==> src/rtl/fm_pkg.sv <==
// Shared FM link definitions: NCO word width, default gate length
// and demodulator FSM encoding, common to transmitter and receiver.
package fm_pkg;

    localparam int NCO_W         = 32;
    localparam int GATE_LOG2_DEF = 12;

    typedef enum logic [1:0] {
        ST_IDLE    = 2'd0,
        ST_SETTLE  = 2'd1,
        ST_MEASURE = 2'd2
    } fm_state_t;

endpackage

==> src/rtl/sig_sync_edge.sv <==
// Multi-flop synchronizer for the asynchronous carrier input,
// followed by a rising-edge detector on the synchronized level.
module sig_sync_edge #(
    parameter int SYNC_STAGES = 2
) (
    input  logic i_clk,
    input  logic i_rst_n,
    input  logic i_sig,
    output logic o_level,
    output logic o_rise
);

    logic [SYNC_STAGES-1:0] sync;
    logic                   prev;

    // shift the carrier through the synchronizer and keep the last level
    always_ff @(posedge i_clk or negedge i_rst_n) begin
        if (!i_rst_n) begin
            sync <= '0;
            prev <= 1'b0;
        end else begin
            sync <= {sync[SYNC_STAGES-2:0], i_sig};
            prev <= sync[SYNC_STAGES-1];
        end
    end

    assign o_level = sync[SYNC_STAGES-1];
    assign o_rise  = sync[SYNC_STAGES-1] & ~prev;

endmodule

==> src/rtl/fm_demod_rx.sv <==
// Gated-count FM demodulator: counts carrier rising edges per gate
// window and converts the count into an NCO phase-increment estimate.
module fm_demod_rx
    import fm_pkg::*;
#(
    parameter int GATE_LOG2   = GATE_LOG2_DEF,
    parameter int SYNC_STAGES = 2,
    parameter int LOCK_MIN    = 1
) (
    input  logic             i_clk,
    input  logic             i_rst_n,
    input  logic             i_en,
    input  logic             i_sig,
    input  logic [NCO_W-1:0] i_center,
    output logic [NCO_W-1:0] o_word,
    output logic [NCO_W-1:0] o_dev,
    output logic             o_valid,
    output logic             o_lock
);

    localparam logic [NCO_W-1:0] LOCK_W = NCO_W'(LOCK_MIN);

    fm_state_t            state;
    logic [GATE_LOG2-1:0] gate_cnt;
    logic [GATE_LOG2-1:0] edge_cnt;
    logic [GATE_LOG2-1:0] edge_sum;
    logic [NCO_W-1:0]     win_cnt;
    logic [NCO_W-1:0]     word_new;
    logic                 terminal;
    logic                 rise;
    logic                 level_unused;

    sig_sync_edge #(
        .SYNC_STAGES(SYNC_STAGES)
    ) u_sync (
        .i_clk  (i_clk),
        .i_rst_n(i_rst_n),
        .i_sig  (i_sig),
        .o_level(level_unused),
        .o_rise (rise)
    );

    // window edge total including an edge on the current cycle, saturating
    always_comb begin
        terminal = &gate_cnt;
        edge_sum = edge_cnt;
        if (!(&edge_cnt) && rise) begin
            edge_sum = edge_cnt + GATE_LOG2'(1);
        end
        win_cnt  = NCO_W'(edge_sum);
        word_new = win_cnt << (NCO_W - GATE_LOG2);
    end

    // gate FSM, counters and registered window results
    always_ff @(posedge i_clk or negedge i_rst_n) begin
        if (!i_rst_n) begin
            state    <= ST_IDLE;
            gate_cnt <= '0;
            edge_cnt <= '0;
            o_word   <= '0;
            o_dev    <= '0;
            o_valid  <= 1'b0;
            o_lock   <= 1'b0;
        end else begin
            o_valid <= 1'b0;
            if (!i_en) begin
                state    <= ST_IDLE;
                gate_cnt <= '0;
                edge_cnt <= '0;
                o_lock   <= 1'b0;
            end else begin
                unique case (state)
                    ST_IDLE: begin
                        state    <= ST_SETTLE;
                        gate_cnt <= '0;
                        edge_cnt <= '0;
                    end
                    ST_SETTLE, ST_MEASURE: begin
                        gate_cnt <= gate_cnt + GATE_LOG2'(1);
                        if (terminal) begin
                            edge_cnt <= '0;
                            state    <= ST_MEASURE;
                            if (state == ST_MEASURE) begin
                                o_word  <= word_new;
                                o_dev   <= word_new - i_center;
                                o_valid <= 1'b1;
                                o_lock  <= (win_cnt >= LOCK_W);
                            end
                        end else begin
                            edge_cnt <= edge_sum;
                        end
                    end
                    default: begin
                        state <= ST_IDLE;
                    end
                endcase
            end
        end
    end

endmodule

==> config.mk <==
export PLATFORM = sky130hd
export DESIGN_NAME = fm_demod_rx
export DESIGN_NICKNAME = d
export VERILOG_FILES = /design/src/rtl/fm_pkg.sv /design/src/rtl/sig_sync_edge.sv /design/src/rtl/fm_demod_rx.sv
export SDC_FILE = /design/constraint.sdc
export NUM_CORES = 1
export LEC_CHECK = 0
export CAP_MARGIN = 20
export CORE_ASPECT_RATIO = 0.7
export CORE_MARGIN = 10
export CORE_UTILIZATION = 40
export CTS_CLUSTER_DIAMETER = 50
export DETAILED_ROUTE_END_ITERATION = 7
export GPL_TIMING_DRIVEN = 0
export PLACE_DENSITY = 0.63
export SYNTH_ARGS = -nofsm -noshare
export SYNTH_HDL_FRONTEND = slang
export SYNTH_HIERARCHICAL = 1
export SYNTH_SLANG_ARGS = --single-unit
==> constraint.sdc <==
create_clock -name i_clk -period 6.85 [get_ports i_clk]
set_input_delay 0.685 -clock i_clk [delete_from_list [all_inputs] [get_ports i_clk]]
set_output_delay 0.685 -clock i_clk [all_outputs]
set_load 0.01 [all_outputs]
==> reports/results.md, run 1 <==
| Stage | Quantity | Value |
| --- | --- | --- |
| place | HPWL after DPL | 9331 um |
| sta | Sum of negative setup slack | 0 ns |
| floorplanning | Count of boundary I/O pins | 102 |
| worst setup path | Maximum fanout along the worst path | 8 |
| sta | Transition at the pin with the smallest max-transition slack | 0.7954 ns |
| sta | RSZ-0062 raised after global routing | no |
| synthesis | Leading cell types by total area after synthesis | dfrtp_1 43%, o21ai_0 7.9%, nand2_1 6.2% |
| clocking | Clock transition at the register clock pins on the worst setup and hold paths after CTS | 0.06 ns |
| synthesis | Post-synthesis register bit count | 75 |
| clocking | Setup Fix Bufs, Post-CTS | 0 |
| run | Number of violations of the max-capacitance limit | 0 |
| clocking | Post-cts repair resize count | 0 |
| floorplanning | Die Outline Area | 15450 um2 |
| layout | Ratio of cells with drive above 1 in the final layout | 0.08970 |
| drt | Count of TritonRoute iterations in the first routing pass | 5 |
| sta | Final period utilization | 0.6447 |
| clocking | CTS sink count | 75 |
| drt | Drt initial violations | 222 |
| synthesis | Number of instances in the synthesized netlist | 485 |
| synthesis | Post-synthesis share of cell area spent on full adders, half adders and majority gates | 0.04798 |
| place | Placer congestion estimate | 0.8889 |
| synthesis | Count of yosys warnings during synthesis | 6 |
| power | Standby leakage power | 2.577 nW |
| global route | First-pass GRT wire length | 19500 um |
| worst setup path | CP Data Arrival Time | 4.62 ns |
| layout | Post-layout net count | 648 |
| synthesis | Distinct cells, synth | 51 |
| synthesis | Post-synthesis async set-or-reset flop share | 1.000 |
| floorplanning | Die W | 144.3 um |
| place | Post-detailed-placement cell area | 5394 um2 |
| drt | Total length of routed wires | 11970 um |
| worst setup path | Worst Setup Start Kind | flop |
| synthesis | Synth Area per Inst | 8.926 um2 |
| worst setup path | CP Cell Sequence | ha_1 -> nand3_1 -> nor4_2 -> nand2b_1 -> nor2_1 -> xnor2_1 -> inv_1 -> ha_1 -> and4b_1 -> nand4_1 -> o31ai_4 -> maj3_1 -> a21o_4 -> a2111oi_0 -> nor2_1 -> xnor2_1 -> o21ai_1 |
| clocking | TritonCTS buffer count | 9 |
| synthesis | Post-Synth XOR/XNOR Area | 0.08295 |
| layout | Final cell area excluding filler cells | 5708 um2 |
| global route | Initial antenna violation count | 0 |
| synthesis | Most frequently used flop master after synthesis | dfrtp_1 |
| layout | Syn-to-layout area delta | 31.85% |
| layout | Filler Cells Inserted | 962 |
| sta | Max Transition Viols Final | 0 |
| drt | Wire length per cell | 16.30 um |
| worst setup path | Worst Path Required | 7.05 ns |
| power | Max IR drop VDD | 0.1109 mV |
| global route | Tot GR Track Use | 0.1567 |
| drt | Routed via count | 3750 |
| sta | Maximum frequency from static timing analysis | 226.4 MHz |
| global route | Total overflow reported by the global router | 0 |
| floorplanning | Core box area | 10470 um2 |
| power | Power density normalized to cell area | 183.2 nW/um2 |
| worst setup path | Delay contributed by the slowest stage of the critical path | 0.47 ns |
| synthesis | Post-synthesis mux area share | 0.01792 |
| clocking | Max H-tree Level | 3 |
| worst setup path | Critical Path Slowest Stage Cell | dfrtp_1 |
| clocking | Largest buffer count on any clock path | 2 |
| clocking | Hold-fix buffers, CTS | 0 |
| floorplanning | Count of standard-cell rows | 31 |
| synthesis | Main combinational cell family by area after synthesis | simple AND/OR/NAND/NOR gates |
| synthesis | Sequential share of the synthesized area | 0.4335 |
| clocking | Clk root buf | clkbuf_16 |
| synthesis | Leading area contributor after synthesis | dfrtp_1 |
| layout | Commonest cells after routing, fill and taps aside | 80 x clkdlybuf4s50_1, 75 x dfrtp_1, 71 x nand2_1 |
| drt | Antenna-violating nets left | 0 |
| sta | Max transition margin | 0.4686 |
| synthesis | Area of the mapped netlist | 4329 um2 |
| synthesis | Proportion of netlist area held by the largest area contributor | 0.4335 |
| synthesis | Fraction of the mapped netlist area in simple logic gates | 0.1922 |
| floorplanning | Height of the die | 107.0 um |
| synthesis | Number of enable-type register cells in the synthesized netlist | 0 |
| worst setup path | Kind of critical path | reg2reg |
| global route | Largest net degree at the start of global routing | 42 |
| drt | Avg Vias per Cell | 5.109 |
| clocking | Clock latency reported for the late side of the worst-skew pair | 0.34 ns |
| global route | Number of global-route vias before repair | 3729 |
| worst setup path | Kind of end point of the critical path | flop |
| synthesis | Compound-Gate Fraction of Synth Area | 0.1543 |
| sta | Clock skew after layout | 0.008490 ns |
| floorplanning | Starting density of the core | 0.4134 |
| hold path | Hold Path Class | in2async |
| layout | Antenna fix cells | 0 |
| layout | Leading cell type in the layout, fill and taps excluded | clkdlybuf4s50_1 |
| clocking | TritonCTS clock tree | done |
| sta | Final hold violation count | 0 |
| sta | Clock period minus final worst setup slack | 4.416 ns |
| outcome | Result of the run | finished, final reports clean |
| drt | DRC errors left | 0 |
| place | IO Port Bufs | 81 |
| sta | Final setup fails | 0 |
[metal layers]
metal / track usage / vias up / routed length (um)
li1: - / 1854 / -
met1: 0.2127 / 1794 / 5880
met2: 0.2373 / 96 / 5297
met3: 0.04101 / 6 / 666
met4: 0.05180 / 0 / 121
met5: 0 / - / 0
[worst max-delay path: cells and delay by family (launching register included)]
family                     cells  cell delay, ns
and+or+nand+nor                7            1.43
buffers and inverters          1            0.09
DFF                            1            0.47
AOI/OAI and AO/OA              4            0.84
adders and majority gates      3            0.94
xor gates and xnor gates       2            0.51
[sequential cells by signal, summed over array words and instances (netlist names)]
signal and flops:
o_dev 32, edge_cnt 12, o_valid 1, o_lock 1, u_sync/prev 1, state 2
u_sync/sync 2, gate_cnt 12, o_word 12
[report_power, final]
part	switching [W]	internal [W]	leakage, nW
Clock	0.000189	0.000302	0.144
Combinational	0.0000585	0.0000477	1.39
Sequential	0.00000234	0.000446	1.04
Total	0.000249	0.000796	2.58
[cell usage after synthesis (2+ instances only)]
library cell / count
a21o_1: 4
nor4b_1: 2
mux2_2: 6
xor2_1: 18
or2_1: 2
nand3_1: 13
nor4_1: 4
o21ai_1: 5
a22o_1: 5
clkbuf_1: 14
or3_1: 3
or3_4: 2
maj3_1: 2
dfrtp_1: 75
nor3_1: 10
xnor2_1: 23
nor3b_1: 2
o21a_1: 2
a31oi_1: 5
nand4_1: 8
or4_1: 2
nand2b_1: 3
nor2b_1: 3
buf_4: 20
o31ai_1: 2
inv_1: 27
and3_1: 4
nor2_1: 34
a21oi_1: 8
a311o_1: 2
and2_1: 4
nand2_1: 71
o21ai_0: 68
ha_1: 15
[logic make-up (layout without fill, tap and decap cells)]
kind of cell / after synthesis / count (layout)
other: 1 / 20
muxes: 7 / 7
and+or+nand+nor: 173 / 173
adders and majority gates: 17 / 17
xor gates and xnor gates: 41 / 41
buffers and inverters: 61 / 159
AOI/OAI and AO/OA: 110 / 110
DFF: 75 / 75
[worst paths after layout]
| kind | from | to | slack [ns] | cells after the start |
|---|---|---|---|---|
| worst max-delay path | edge_cnt[0]$_DFFE_PN0P_ | o_dev[29]$_DFFE_PN0P_ | 2.43 | 17 |
| worst min-delay path | i_rst_n | o_dev[11]$_DFFE_PN0P_ | 0.28 | 1 |
| worst max register to register | edge_cnt[0]$_DFFE_PN0P_ | o_dev[29]$_DFFE_PN0P_ | 2.43 | 17 |
| worst min register to register | u_sync/sync[0]$_DFF_PN0_ | u_sync/sync[1]$_DFF_PN0_ | 0.35 | 0 |
| max in group asynchronous | i_rst_n | edge_cnt[9]$_DFFE_PN0P_ | 5.98 | 2 |
| min in group i_clk | u_sync/sync[0]$_DFF_PN0_ | u_sync/sync[1]$_DFF_PN0_ | 0.35 | 0 |
[stage by stage]
step           total power, W  utilization  hold slack, ns  cells  worst slack (ns)
2_1_floorplan       0.0005137            -          0.3312    504             3.220
3_3_place_gp        0.0005601       0.5134          0.3347    717             2.352
3_5_place_dp        0.0005625       0.5151          0.3370    718             2.469
4_1_cts              0.001058       0.5450          0.3032    734             2.446
5_1_grt              0.001088       0.5450          0.3188    734             2.039
6_report             0.001046       0.5450          0.2830    734             2.434
[layout make-up]
class	instances	area, um2	share of cell area
clock buffers	11	252.7	0.04428
clock inverters	5	61.31	0.01074
repair buffers	82	828.3	0.1451
multi-input cells	368	2220	0.3889
plain buffers	34	202.7	0.03551
well taps	132	165.2	0.02893
inverters	27	101.3	0.01776
flip-flops and latches	75	1877	0.3288
No activity file was read; power rests on OpenSTA's default activity.
==> run 2: changes to the inputs <==
- clock period: 6.85 -> 4.5 ns (I/O delays scaled with it)
==> run 2 against run 1 <==
Sequential power is 52% higher. Wire length grew 0.99%. Power grew 52%. Global-route usage is the same. Hold slack got worse by 0.23 ns. Combinational power rose by 53%. Register-to-register slack worse by 2.2 ns. Clock-buffer cell count did not move. Critical path type unchanged. Critical endpoint unchanged. Highest routed layer unchanged.
==> reports/results.md, run 2 (synthesis gave the netlist of run 1 again) <==
| Stage | Quantity | Value |
| --- | --- | --- |
| clocking | Hold-fix buffers, CTS | 0 |
| worst setup path | Launch instance of the worst register-to-register path | edge_cnt[0]$_DFFE_PN0P_ |
| drt | DRC errors left | 0 |
| worst setup path | Depth of the critical timing path with buffers and inverters included | 17 |
| global route | Number of global-route vias before repair | 3729 |
| power | Standby leakage power | 2.599 nW |
| sta | Max Transition Viols Final | 0 |
| clocking | Max H-tree Level | 3 |
| clocking | TritonCTS clock tree | done |
| floorplanning | Die Outline Area | 15450 um2 |
| power | Power density normalized to cell area | 277.8 nW/um2 |
| sta | Transition at the pin with the smallest max-transition slack | 0.8079 ns |
| worst setup path | Startpoint of the worst setup timing path | edge_cnt[0]$_DFFE_PN0P_ |
| run | Number of violations of the max-capacitance limit | 0 |
| sta | Sum of negative setup slack | 0 ns |
| sta | Clock period minus final worst setup slack | 4.271 ns |
| sta | Clock skew after layout | 0.008094 ns |
| worst setup path | Kind of end point of the critical path | flop |
| worst setup path | CP Data Arrival Time | 4.48 ns |
| drt | Avg Vias per Cell | 5.102 |
| worst setup path | Critical Path Slowest Stage Cell | dfrtp_1 |
| place | Post-detailed-placement cell area | 5394 um2 |
| layout | Max reg flops | 32 |
| clocking | TritonCTS buffer count | 9 |
| drt | Count of TritonRoute iterations in the first routing pass | 4 |
| power | Max IR drop VDD | 0.1692 mV |
| layout | Commonest cells after routing, fill and taps aside | 80 x clkdlybuf4s50_1, 75 x dfrtp_1, 71 x nand2_1 |
| layout | Post-layout net count | 649 |
| place | IO Port Bufs | 81 |
| layout | Final cell area excluding filler cells | 5737 um2 |
| floorplanning | Count of standard-cell rows | 31 |
| global route | First-pass GRT wire length | 19500 um |
| sta | Maximum frequency from static timing analysis | 234.2 MHz |
| floorplanning | Die W | 144.3 um |
| global route | Largest net degree at the start of global routing | 42 |
| layout | Ratio of cells with drive above 1 in the final layout | 0.09453 |
| clocking | CTS sink count | 75 |
| drt | Wire length per cell | 16.44 um |
| layout | Area of the multi-input gates | 2241 um2 |
| sta | Final period utilization | 0.9490 |
| sta | Max transition margin | 0.4602 |
| worst setup path | CP Cell Sequence | ha_1 -> nand3_1 -> nor4_4 -> nand2b_1 -> nor2_1 -> xnor2_2 -> inv_1 -> ha_1 -> and4b_1 -> nand4_1 -> o31ai_4 -> maj3_1 -> a21o_4 -> a2111oi_1 -> nor2_1 -> xnor2_1 -> o21ai_1 |
| layout | Filler Cells Inserted | 961 |
| floorplanning | Count of boundary I/O pins | 102 |
| worst setup path | Kind of critical path | reg2reg |
| drt | Total length of routed wires | 12080 um |
| clocking | Clock latency reported for the late side of the worst-skew pair | 0.34 ns |
| clocking | Largest buffer count on any clock path | 2 |
| worst setup path | Worst Path Required | 4.71 ns |
| worst setup path | Maximum fanout along the worst path | 8 |
| clocking | Clock transition at the register clock pins on the worst setup and hold paths after CTS | 0.06 ns |
| floorplanning | Starting density of the core | 0.4134 |
| drt | Routed via count | 3750 |
| worst setup path | Worst Setup Start Kind | flop |
| drt | Drt initial violations | 250 |
| layout | Antenna fix cells | 0 |
| worst setup path | Cells on worst reg2reg path | 17 |
| worst setup path | Total buffers and inverters traversed by the critical path | 1 |
| place | Placer congestion estimate | 0.8889 |
| worst setup path | Worst path top cell family by delay | simple AND/OR/NAND/NOR gates |
| clocking | Clk root buf | clkbuf_16 |
| layout | Area of all sequential standard cells | 1877 um2 |
| layout | Leading cell type in the layout, fill and taps excluded | clkdlybuf4s50_1 |
| sta | Final hold violation count | 0 |
| hold path | Hold Path Class | in2async |
| drt | Antenna-violating nets left | 0 |
| layout | Syn-to-layout area delta | 32.51% |
| global route | Tot GR Track Use | 0.1567 |
| floorplanning | Height of the die | 107.0 um |
| place | HPWL after DPL | 9331 um |
| sta | Final setup fails | 0 |
| worst setup path | Delay contributed by the slowest stage of the critical path | 0.47 ns |
| global route | Initial antenna violation count | 0 |
| global route | Total overflow reported by the global router | 0 |
| layout | Reg with most FFs | o_dev |
| outcome | Result of the run | finished, final reports clean |
| floorplanning | Core box area | 10470 um2 |
[run 2: worst paths after layout]
path,end,slack [ns]
min reg2reg,u_sync/sync[1]$_DFF_PN0_,0.35
max in group asynchronous,edge_cnt[9]$_DFFE_PN0P_,3.86
min,o_dev[11]$_DFFE_PN0P_,0.05
max reg2reg,o_dev[29]$_DFFE_PN0P_,0.23
max,o_dev[29]$_DFFE_PN0P_,0.23
min in group i_clk,u_sync/sync[1]$_DFF_PN0_,0.35
[run 2: cell type report]
type / instances / area share
flip-flops and latches: 75 / 0.3272
clock inverters: 5 / 0.01069
well taps: 132 / 0.02879
multi-input cells: 368 / 0.3906
clock buffers: 11 / 0.04406
plain buffers: 34 / 0.03533
inverters: 27 / 0.01767
repair buffers: 83 / 0.1457
[run 2: metrics by stage]
step	utilization	std cells	hold WS, ns	power, W	setup WS [ns]
4_1_cts	0.5450	734	0.06822	0.001611	0.09620
3_3_place_gp	0.5134	717	0.3347	0.0008526	0.1335
6_report	0.5478	735	0.04900	0.001593	0.2294
2_1_floorplan	-	504	0.1544	0.0007820	0.8703
3_5_place_dp	0.5151	718	0.3370	0.0008562	0.1190
5_1_grt	0.5478	735	0.08375	0.001657	-0.03529
[run 2: worst reg2reg max path: cells and delay by family, from the launching register on]
kind                       cells  cell delay, ns
and+or+nand+nor                7            1.45
adders and majority gates      3            0.95
AOI/OAI and AO/OA              4            0.80
DFF                            1            0.47
xor gates and xnor gates       2            0.41
buffers and inverters          1            0.08
[run 2: per-layer routing]
layer | global-route usage | part of all wire | vias up
li1 | - | - | 1855
met1 | 0.2127 | 0.48 | 1799
met2 | 0.2373 | 0.45 | 84
met3 | 0.04101 | 0.060 | 12
met4 | 0.05180 | 0.013 | 0
met5 | 0 | 0 | -
[run 2: repair_timing]
action | in CTS | in global routing
hold endpoints to repair | 0 | 0
gates resized for setup | 0 | 4
setup buffers | 0 | 1
setup endpoints to repair | 0 | 6
[run 2: where the power goes]
part	internal [W]	switching [W]	total, W
Sequential	0.000679	0.00000356	0.000683
Clock	0.000460	0.000288	0.000748
Combinational	0.0000728	0.0000893	0.000162
==> run 3: changes to the inputs <==
- clock period: 4.5 -> 4.19 ns (I/O delays scaled with it)
==> run 3 against run 2 <==
Wire length grew 0.87%. Clock-buffer cell count is the same. Die area is the same. Sequential share of layout area shrank 0.35 points. Sequential cell count is the same. Power grew 8.0%. Critical endpoint is now o_dev[31]$_DFFE_PN0P_.
==> reports/results.md, run 3 (synthesis gave the netlist of run 1 again) <==
| Stage | Quantity | Value |
| --- | --- | --- |
| global route | First-pass GRT wire length | 19630 um |
| clocking | TritonCTS clock tree | done |
| sta | Final setup fails | 0 |
| power | Power density normalized to cell area | 296.2 nW/um2 |
| place | IO Port Bufs | 81 |
| global route | Number of global-route vias before repair | 3750 |
| drt | Avg Vias per Cell | 5.126 |
| sta | Final period utilization | 0.9608 |
| clocking | Clock latency reported for the late side of the worst-skew pair | 0.34 ns |
| drt | Drt initial violations | 285 |
| sta | Clock skew after layout | 0.007700 ns |
| worst setup path | Delay contributed by the slowest stage of the critical path | 0.41 ns |
| run | Number of violations of the max-capacitance limit | 0 |
| power | Max IR drop VDD | 0.1855 mV |
| layout | Final cell area excluding filler cells | 5811 um2 |
| floorplanning | Count of standard-cell rows | 31 |
| layout | Max reg flops | 32 |
| worst setup path | Critical Path Slowest Stage Cell | dfrtp_2 |
| place | Placer congestion estimate | 0.8889 |
| layout | Commonest cells after routing, fill and taps aside | 80 x clkdlybuf4s50_1, 72 x dfrtp_1, 71 x nand2_1 |
| worst setup path | Worst Setup Start Kind | flop |
| clocking | Max H-tree Level | 3 |
| clocking | Hold-fix buffers, CTS | 0 |
| sta | Max transition margin | 0.4464 |
| drt | Routed via count | 3798 |
| drt | Count of TritonRoute iterations in the first routing pass | 5 |
| floorplanning | Height of the die | 107.0 um |
| place | HPWL after DPL | 9331 um |
| layout | Leading cell type in the layout, fill and taps excluded | clkdlybuf4s50_1 |
| layout | Reg with most FFs | o_dev |
| drt | DRC errors left | 0 |
| layout | Post-layout net count | 655 |
| layout | Syn-to-layout area delta | 34.22% |
| floorplanning | Die Outline Area | 15450 um2 |
| place | Post-detailed-placement cell area | 5394 um2 |
| sta | Max Transition Viols Final | 0 |
| layout | Filler Cells Inserted | 955 |
| sta | Transition at the pin with the smallest max-transition slack | 0.8286 ns |
| drt | Total length of routed wires | 12190 um |
| clocking | CTS sink count | 75 |
| power | Tot Pwr | 0.001721 W |
| global route | Initial antenna violation count | 0 |
| clocking | TritonCTS buffer count | 9 |
| layout | Share of the core filled with cells in the final layout | 0.5548 |
| floorplanning | Die W | 144.3 um |
| sta | Clock period minus final worst setup slack | 4.026 ns |
| sta | Maximum frequency from static timing analysis | 248.4 MHz |
| sta | Sum of negative setup slack | 0 ns |
| worst setup path | Worst Path Required | 4.40 ns |
| clocking | Largest buffer count on any clock path | 2 |
| worst setup path | Kind of critical path | reg2reg |
| worst setup path | CP Data Arrival Time | 4.23 ns |
| floorplanning | Starting density of the core | 0.4134 |
| hold path | Hold Path Class | in2async |
| layout | Ratio of cells with drive above 1 in the final layout | 0.1182 |
| global route | Total overflow reported by the global router | 0 |
| layout | Antenna fix cells | 0 |
| floorplanning | Core box area | 10470 um2 |
| outcome | Result of the run | finished, final reports clean |
| power | Standby leakage power | 2.630 nW |
| global route | Tot GR Track Use | 0.1577 |
| worst setup path | Kind of end point of the critical path | flop |
| floorplanning | Count of boundary I/O pins | 102 |
| sta | Final hold violation count | 0 |
| worst setup path | CP Cell Sequence | ha_1 -> nand3_1 -> nor4_4 -> nand2b_4 -> nor2_1 -> xnor2_2 -> inv_1 -> ha_1 -> and4b_1 -> nand4_1 -> o31ai_4 -> maj3_2 -> a21o_4 -> a211oi_2 -> o41ai_2 -> xnor2_1 -> o21ai_1 |
| clocking | Clk root buf | clkbuf_16 |
| global route | Largest net degree at the start of global routing | 42 |
| clocking | Clock transition at the register clock pins on the worst setup and hold paths after CTS | 0.06 ns |
| worst setup path | Cell repeated most along the worst path | ha_1 |
| drt | Wire length per cell | 16.45 um |
| worst setup path | Maximum fanout along the worst path | 6 |
| drt | Antenna-violating nets left | 0 |
[run 3: area by class of cell]
cell class	instances	area, um2	area share
buffer	34	202.7	0.03488
inverter	27	101.3	0.01744
tap	132	165.2	0.02842
clock buffer	11	252.7	0.04350
sequential	75	1881	0.3236
timing repair buffer	89	880.8	0.1516
multi-input combinational	368	2266	0.3900
clock inverter	5	61.31	0.01055
[run 3: routing by layer]
metal  up-vias  track usage  share of wire
met5         -            0              0
met4         0      0.05180          0.015
met3        15      0.04101          0.055
met2       102       0.2406           0.45
met1      1816       0.2127           0.48
li1       1865            -              -
[run 3: stage by stage]
| step | std cells | hold slack (ns) | setup WS [ns] |
|---|---|---|---|
| 4_1_cts | 734 | 0.03722 | 0.01509 |
| 5_1_grt | 741 | 0.05260 | -0.03484 |
| 3_3_place_gp | 717 | 0.3347 | -0.1765 |
| 3_5_place_dp | 718 | 0.3370 | -0.1910 |
| 6_report | 741 | 0.01421 | 0.1642 |
| 2_1_floorplan | 504 | 0.1234 | 0.5603 |
[run 3: repair_timing]
action / 4_1_cts / 5_1_grt
resized for setup: 3 / 11
setup endpoints to repair: 5 / 6
setup buffers: 0 / 7
pin swaps: 0 / 4
[run 3: worst paths after layout]
path,start,to,slack [ns],cells after the start
worst min-delay path,i_rst_n,o_dev[11]$_DFFE_PN0P_,0.01,1
worst max-delay path,edge_cnt[1]$_DFFE_PN0P_,o_dev[31]$_DFFE_PN0P_,0.16,17
worst min register to register,u_sync/sync[0]$_DFF_PN0_,u_sync/sync[1]$_DFF_PN0_,0.35,0
min in group i_clk,u_sync/sync[0]$_DFF_PN0_,u_sync/sync[1]$_DFF_PN0_,0.35,0
max in group asynchronous,i_rst_n,edge_cnt[9]$_DFFE_PN0P_,3.59,2
worst max register to register,edge_cnt[1]$_DFFE_PN0P_,o_dev[31]$_DFFE_PN0P_,0.16,17
[run 3: where the power goes]
group          internal [W]  switching (W)
Combinational     0.0000812      0.0000977
Clock              0.000494       0.000314
Sequential         0.000730     0.00000346
Total               0.00131       0.000415
[run 3: critical path: cells and delay by family (launching register included)]
family	cells	cell delay, ns
buf+inv	1	0.08
simple gates	6	1.20
flops	1	0.41
fa+ha+maj	3	0.80
xor+xnor	2	0.46
compound gates	5	0.93
